<file path="config.mk">
export PLATFORM = sky130hd
export DESIGN_NAME = branch_target_predictor
export DESIGN_NICKNAME = d
export VERILOG_FILES = /design/src/rtl/branch_target_predictor.sv
export SDC_FILE = /design/constraint.sdc
export NUM_CORES = 1
export LEC_CHECK = 0
export CAP_MARGIN = 30
export CORE_MARGIN = 4
export CORE_UTILIZATION = 60
export DETAILED_ROUTE_END_ITERATION = 10
export PLACE_DENSITY = 0.81
export SKIP_LAST_GASP = 1
export SLEW_MARGIN = 0
export SYNTH_ARGS = -nofsm -noshare
export SYNTH_HDL_FRONTEND = slang
export SYNTH_SLANG_ARGS = --single-unit
export TNS_END_PERCENT = 50
</file>
<file path="constraint.sdc">
create_clock -name clk -period 6.5 [get_ports clk]
set_clock_uncertainty 0.1 [all_clocks]
set_input_delay 1.3 -clock clk [delete_from_list [all_inputs] [get_ports clk]]
set_output_delay 1.3 -clock clk [all_outputs]
set_load 0.02 [all_outputs]
</file>
<file path="src/rtl/branch_target_predictor.sv">
// Fetch-stage branch predictor: direct-mapped tagged BTB with saturating counters and a one-deep decode slot.
// Optional statistics counters are built only when BTP_STATS_EN is defined.
module branch_target_predictor #(
  parameter int PC_W    = 8,
  parameter int ENTRIES = 16,
  parameter int CTR_W   = 2,
  parameter int STAT_W  = 16
) (
  input  logic              clk,
  input  logic              rst,
  input  logic              fetch_valid,
  input  logic [PC_W-1:0]   fetch_pc,
  input  logic [PC_W-1:0]   fetch_pc_plus1,
  output logic              pred_taken,
  output logic [PC_W-1:0]   pred_next_pc,
  input  logic              dec_valid,
  input  logic              dec_branch,
  input  logic              dec_taken,
  input  logic [PC_W-1:0]   dec_target,
  output logic              mispredict,
  output logic [PC_W-1:0]   corrected_pc,
  output logic [STAT_W-1:0] stat_branches,
  output logic [STAT_W-1:0] stat_mispredicts
);

  localparam int IDX_W = $clog2(ENTRIES);
  localparam int TAG_W = PC_W - IDX_W;
  localparam logic [CTR_W-1:0] CTR_MAX  = '1;
  localparam logic [CTR_W-1:0] CTR_MIN  = '0;
  localparam logic [CTR_W-1:0] CTR_WEAK = CTR_W'(1 << (CTR_W - 1));

  logic [ENTRIES-1:0] tbl_valid;
  logic [TAG_W-1:0]   tbl_tag    [ENTRIES];
  logic [PC_W-1:0]    tbl_target [ENTRIES];
  logic [CTR_W-1:0]   tbl_ctr    [ENTRIES];

  logic            s_valid;
  logic [PC_W-1:0] s_pc;
  logic [PC_W-1:0] s_pc1;
  logic            s_pred;
  logic [PC_W-1:0] s_tgt;

  logic [IDX_W-1:0] f_idx, s_idx;
  logic [TAG_W-1:0] f_tag, s_tag;
  logic             f_hit, s_hit;
  logic             resolve, train, alias_kill;

  assign f_idx = fetch_pc[IDX_W-1:0];
  assign f_tag = fetch_pc[PC_W-1:IDX_W];
  assign s_idx = s_pc[IDX_W-1:0];
  assign s_tag = s_pc[PC_W-1:IDX_W];

  // Lookups read the registered table, so a write in progress is not visible until the next edge.
  assign f_hit        = tbl_valid[f_idx] && (tbl_tag[f_idx] == f_tag);
  assign pred_taken   = f_hit && tbl_ctr[f_idx][CTR_W-1];
  assign pred_next_pc = pred_taken ? tbl_target[f_idx] : fetch_pc_plus1;

  assign s_hit   = tbl_valid[s_idx] && (tbl_tag[s_idx] == s_tag);
  assign resolve = dec_valid && s_valid;
  assign train   = resolve && dec_branch;

  // NOTE: every output of a combinational block is defaulted first so no path leaves it unassigned (no latch).
  always_comb begin
    mispredict   = 1'b0;
    corrected_pc = '0;
    alias_kill   = 1'b0;
    if (resolve) begin
      if (dec_branch) begin
        if (dec_taken && (!s_pred || (s_tgt != dec_target))) begin
          mispredict   = 1'b1;
          corrected_pc = dec_target;
        end else if (!dec_taken && s_pred) begin
          mispredict   = 1'b1;
          corrected_pc = s_pc1;
        end
      end else if (s_pred) begin
        // A non-branch hit a taken entry through index/tag aliasing: undo the redirect and drop the entry.
        mispredict   = 1'b1;
        corrected_pc = s_pc1;
        alias_kill   = 1'b1;
      end
    end
  end

  // NOTE: sequential state uses non-blocking assignments so all registers update from pre-edge values.
  always_ff @(posedge clk or posedge rst) begin
    if (rst) begin
      s_valid <= 1'b0;
      s_pc    <= '0;
      s_pc1   <= '0;
      s_pred  <= 1'b0;
      s_tgt   <= '0;
    end else if (fetch_valid) begin
      s_valid <= 1'b1;
      s_pc    <= fetch_pc;
      s_pc1   <= fetch_pc_plus1;
      s_pred  <= pred_taken;
      s_tgt   <= pred_next_pc;
    end else if (mispredict) begin
      s_valid <= 1'b0;
    end
  end

  always_ff @(posedge clk or posedge rst) begin
    if (rst) begin
      tbl_valid <= '0;
    end else if (train && (s_hit || dec_taken)) begin
      tbl_valid[s_idx] <= 1'b1;
    end else if (alias_kill) begin
      tbl_valid[s_idx] <= 1'b0;
    end
  end

  // NOTE: tag/target/counter storage is not reset; the valid bits alone make stale contents unreachable.
  always_ff @(posedge clk) begin
    if (train) begin
      if (s_hit) begin
        if (dec_taken) begin
          tbl_target[s_idx] <= dec_target;
          if (tbl_ctr[s_idx] != CTR_MAX) tbl_ctr[s_idx] <= tbl_ctr[s_idx] + CTR_W'(1);
        end else if (tbl_ctr[s_idx] != CTR_MIN) begin
          tbl_ctr[s_idx] <= tbl_ctr[s_idx] - CTR_W'(1);
        end
      end else if (dec_taken) begin
        tbl_tag[s_idx]    <= s_tag;
        tbl_target[s_idx] <= dec_target;
        tbl_ctr[s_idx]    <= CTR_WEAK;
      end
    end
  end

`ifdef BTP_STATS_EN
  always_ff @(posedge clk or posedge rst) begin
    if (rst) begin
      stat_branches    <= '0;
      stat_mispredicts <= '0;
    end else begin
      if (train && (stat_branches != '1)) stat_branches <= stat_branches + STAT_W'(1);
      if (mispredict && (stat_mispredicts != '1)) stat_mispredicts <= stat_mispredicts + STAT_W'(1);
    end
  end
`else
  assign stat_branches    = '0;
  assign stat_mispredicts = '0;
`endif

endmodule

</file>
; ---- Word-level counts from Yosys, hierarchy flattened
; Memories as Yosys holds them, arrays and structs flattened.
; Index checks and enable logic that the tools add are counted.
[totals]
rom_bits = 0
latchBits = 0
n_memories = 3
mem_bits_rw = 224
out_inout_bits = 50
register_bits = 42
[classes]
n_reduce_logical = 16
mul = 0
shift = 0
mux = 43
addsub = 2
n_eq_ne = 4
n_bitwise = 6
order_cmp = 3
n_div = 0
[mem_list]
columns = memory, depth, word_bits, read_ports, rd_ports_with_merged_regs, write_ports, line
row1 = tbl_target, 16, 8, 1, 0, 1, 34  ; logic [PC_W-1:0] tbl_target [ENTRIES];
row2 = tbl_tag, 16, 4, 2, 0, 1, 33  ; logic [TAG_W-1:0] tbl_tag [ENTRIES];
row3 = tbl_ctr, 16, 2, 2, 0, 1, 35  ; logic [CTR_W-1:0] tbl_ctr [ENTRIES];
[op_table]
columns = cell, n
row1 = $mux 8, 7
row2 = $mux 16, 2
row3 = $mux 1, 29
row4 = $and 16x16->16, 1
row5 = $not 16->16, 1
row6 = $or 16x16->16, 1
row7 = $lt 4x5->1 const B, 2
row8 = $logic_and 1x1->1, 9
row9 = $bmux 1 s4, 2
row10 = $eq 4x4->1, 2
row11 = $ne 8x8->1, 1
row12 = $reduce_bool 2->1, 3
row13 = $demux 1 s4, 1
row14 = $ge 4x1->1 const B, 1
row15 = $mux 2, 2
row16 = $or 1x1->1, 3
row17 = $add 2x1->2 const B, 1
row18 = $logic_not 1->1, 2
row19 = $logic_or 1x1->1, 2
row20 = $ne 2x2->1 const B, 1
row21 = $sub 2x1->2 const B, 1

; ---- Longest topological paths before layout
; An unclocked memory read counts as a cell.
[depth]
word_depth = 9
ltp_mapped = 12
ltp_nobuf = 7

; ---- Worst setup path before layout
; Ideal clock, no wire load.
[synth_timing]
kind = in2out
startpoint = input fetch_pc[2]
endpoint = output pred_next_pc[7]
arrival_time_ns = 3.597
path_slack_ns = 1.503
t_required_ns = 5.100
cell_stages = 8
n_path_buf = 3
cell_sequence = clkbuf_1 > buf_2 > buf_2 > mux2i_1 > xor2_1 > nand3_1 > a211oi_4 > mux2_2
[synth_via]
elab_chain_len = 5
[synth_lines]
columns = item, line
row1 = "start, declared", 12  ; input logic [PC_W-1:0] fetch_pc,
row2 = $mem_v2 16x4 / $bmux 1 s4 (equally long branches), --
row3 = $eq 4x4->1 / $mux 1 (equally long branches), 54  ; assign f_hit = tbl_valid[f_idx] && (tbl_tag[f_idx] == f_tag);
row4 = $logic_and 1x1->1, 54
row5 = $logic_and 1x1->1 *, 55  ; assign pred_taken = f_hit && tbl_ctr[f_idx][CTR_W-1];
row6 = via pred_taken, 14  ; output logic pred_taken,
row7 = $mux 8 *, 56  ; assign pred_next_pc = pred_taken ? tbl_target[f_idx] : fetch_pc_plus1;
row8 = "end, declared", 15  ; output logic [PC_W-1:0] pred_next_pc,
; Mark *: on every way through the listed nets, which the timed path passes. The rest lies on a longest branch. The select of a mux whose other input is x is not followed.

; ---- Worst setup path after layout
[layout_timing]
startpoint = input fetch_pc[2]
endpoint = output pred_next_pc[2]
[layout_via]
elab_chain_len = 5
[layout_lines]
columns = item, line
row1 = $mem_v2 16x4 / $bmux 1 s4 (equally long branches), --
row2 = $eq 4x4->1 / $mux 1 (equally long branches), 54
row3 = $logic_and 1x1->1, 54
row4 = $logic_and 1x1->1, 55
row5 = $mux 8 *, 56
; Mark *: on every way between the ends. The rest lies on a longest branch, timed or not. The select of a mux whose other input is x is not followed.

==> run_results.csv <==
group,metric,value,unit
routing,drt_iter0_markers,1089,
sta,fin_tns_setup,0,ns
sta,setup_violations,0,
floorplanning,dieArea,22200,sq um
yosys,yosysWarnings,0,
routing,via_per_inst,6.81,
worst_setup_path,cpPeakStageDelay,0.63,ns
sta,fmax,158,MHz
routing,drt-total-wl,28.5,mm
floorplanning,fp.coreArea,19500,sq um
global_routing,grt_start_max_net_pins,43,
yosys,synth.area.mux_share,20.9,%
worst_setup_path,cp_slowest_cell,"a211oi_4",
worst_setup_path,crit_arrival,4.93,ns
worst_hold_path,hold_start,"s_pc1[3]",
yosys,synth_cell_types,44,
pwr,ir_worst_vdd,0.172,mV
outcome,outcome,"completed",
cts,clk_pin_slew,0.06,ns
global_routing,antenna_found_initial,0,
pwr,leakage,4.43,nW
yosys,synth_xor_area_share,1.25,%
yosys,synth_edf_count,224,
worst_setup_path,cp_max_fo,21,
place,portBuffers,47,
yosys,async_reset_ff_share,15.8,%
worst_setup_path,startpoint,"fetch_pc[2]",
yosys,synth_compound_area_share,3.34,%
sta,worst_pin_slew,1.03,ns
yosys,synth-simple-area-share,5.26,%
layout,syn_to_final_growth,12.4,%
yosys,synth_most_common_cell,"edfxtp_1",
place,dp_hpwl,18.8,mm
yosys,synth_common_cells,"edfxtp_1 (224), mux4_2 (82), nor2_1 (50)",
sta,report.final.slew_viol_count,0,
worst_setup_path,start_kind,"primary input",
yosys,yosysSeqAreaShare,65.4,%
place,gp_congestion,0.938,
layout,nets,776,
sta,hold_violations,0,
worst_setup_path,crit_required,5.10,ns
cts,cts_made_buffers,27,
job,max_cap_violations,0,
yosys,avgSynthCellArea,17.2,sq um
worst_setup_path,crit_chain,"clkdlybuf4s50_1, buf_4, mux4_1, a22oi_1, a21oi_1, nand2b_1, a211oi_4, mux2_2, clkdlybuf4s50_1",
sta,period_share,97.3,%
worst_setup_path,cp-end-kind,"primary output",
sta,hold_slack,0.418,ns
cts,cts_hold_buffers,0,
yosys,synth_area_leader_cell,"edfxtp_1",
routing,wire_per_inst,27.7,microns
yosys,synth_area_leaders,"edfxtp_1 (57%), mux4_2 (16%), dfrtp_1 (8.8%)",
global_routing,grt_pass1_vias,6946,
layout,num_antenna_cells,0,
global_routing,grt_overflow,0,
sta,rsz0062_at_grt,"no",
global_routing,grt_usage,26.1,%
worst_setup_path,reg2reg_from,"s_pc[1]",
cts,htree_num_levels,1,
cts,cts_root_buf,"clkbuf_16",
layout,drive_gt1_share,24.4,%
worst_setup_path,cpMostUsedCell,"clkdlybuf4s50_1",
routing,first_pass_iters,7,
worst_setup_path,critPathKind,"primary input to primary output",
cts,clk_path_buf_depth,3,
floorplanning,dieWidth,149,microns
cts,clkLatencyLatePin,0.54,ns
cts,cts.sinks,266,
worst_hold_path,hold_class,"flop to flop",
sta,fin_crit,6.33,ns
cts,cts.repair.resized,0,
floorplanning,rows,51,
routing,drtAntennaViolNets,0,
sta,slew_headroom,31.4,%
yosys,synth_top_family_by_area,"multiplexers",
routing,vias,7017,
global_routing,grt_first_pass_wirelength,43.3,mm
cts,cts_tree,"yes",
yosys,ys.flop_type,"edfxtp_1",
yosys,ys_ff_latch,266,
floorplanning,start_util,61.1,%
cts,postCtsSetupBuffers,0,
yosys,syn_area,11900,sq um
yosys,syn_inst,690,
floorplanning,die_y,149,microns
yosys,synth_top_area_share,56.5,%
routing,drc,0,
yosys,synth_fa_ha_area_share,0,%
pwr,power.density,291,nW/um^2
floorplanning,pin_count,80,
==> placed cells by master (no fill, tap or decap), types with 4 or more instances in the layout <==
cell and n:
nor2b_1 7, xor2_1 6, nand4_1 5, nand3_1 23
conb_1 32, edfxtp_1 224, mux2i_1 6, buf_4 23
nand2_1 29, a22oi_1 4, clkdlybuf4s50_1 45, clkbuf_1 7
xnor2_1 11, clkbuf_16 27, mux2_2 32, mux4_2 82
a22o_1 7, nor4_1 6, clkinv_2 8, dfrtp_1 42
o21ai_0 42, mux4_1 8, nor2_1 50
==> final timing paths <==
path                                   endpoint  slack (ns)  depth (start not counted)
worst max-delay path            pred_next_pc[2]        0.17                          9
worst min-delay path                   s_pc1[3]        0.42                          1
worst max register to register   tbl_tag[14][2]        1.89                          8
worst min register to register         s_pc1[3]        0.42                          1
max in group asynchronous              s_tgt[6]        4.76                          3
min in group asynchronous               s_pc[3]        1.14                          3
==> report_power, final <==
group	internal [mW]	leakage, nW	switching (mW)
Sequential	1.92	2.52	0.0623
Combinational	0.183	1.49	0.230
Clock	0.848	0.414	0.644
==> routing by layer <==
| layer | global-route usage, % | vias up | routed length [microns] |
|---|---|---|---|
| li1 | - | 2798 | - |
| met1 | 38.1 | 3519 | 10700 |
| met2 | 40.1 | 604 | 13300 |
| met3 | 6.87 | 96 | 3690 |
| met4 | 7.28 | 0 | 906 |
| met5 | 0 | - | 0 |
==> per-stage QoR <==
stage / power [mW] / std cells / utilization [%] / setup slack (ns) / area [sq um]
floorplan: 2.29 / 721 / - / 1.50 / 12000
global placement: 2.39 / 980 / 64.3 / 0.383 / 12500
detailed placement: 2.41 / 981 / 64.4 / 0.336 / 12500
CTS: 3.89 / 1030 / 68.7 / 0.201 / 13400
global route: 4.00 / 1031 / 68.8 / 0.119 / 13400
finish: 3.89 / 1031 / 68.8 / 0.173 / 13400
==> flip-flops by register name (all words and copies together) (netlist names), named ones only <==
name        cells
s_tgt           8
tbl_ctr        32
tbl_target    128
s_pc            8
tbl_tag        64
s_valid         1
s_pred          1
s_pc1           8
==> cells by family after synthesis <==
logic type / count (synthesis)
XOR/XNOR: 17
flip-flops: 266
other: 1
multiplexers: 129
AND/OR/NAND/NOR: 134
buffers and inverters: 78
AO/OA/AOI/OAI: 65
==> worst max-delay path, delay by kind of cell <==
family	cells	cell delay, ns
AO/OA/AOI/OAI	3	0.96
buffers and inverters	3	1.60
multiplexers	2	0.85
AND/OR/NAND/NOR	1	0.19
==> layout make-up <==
type,count,area (sq um)
Multi-Input combinational cell,377,3780
Sequential cell,266,7780
Clock buffer,34,702
Fill cell,1157,6080
Inverter,4,15.0
Clock inverter,15,141
Timing Repair Buffer,70,633
Tap cell,265,332
Note: power is estimated with default switching activity, not from simulation.
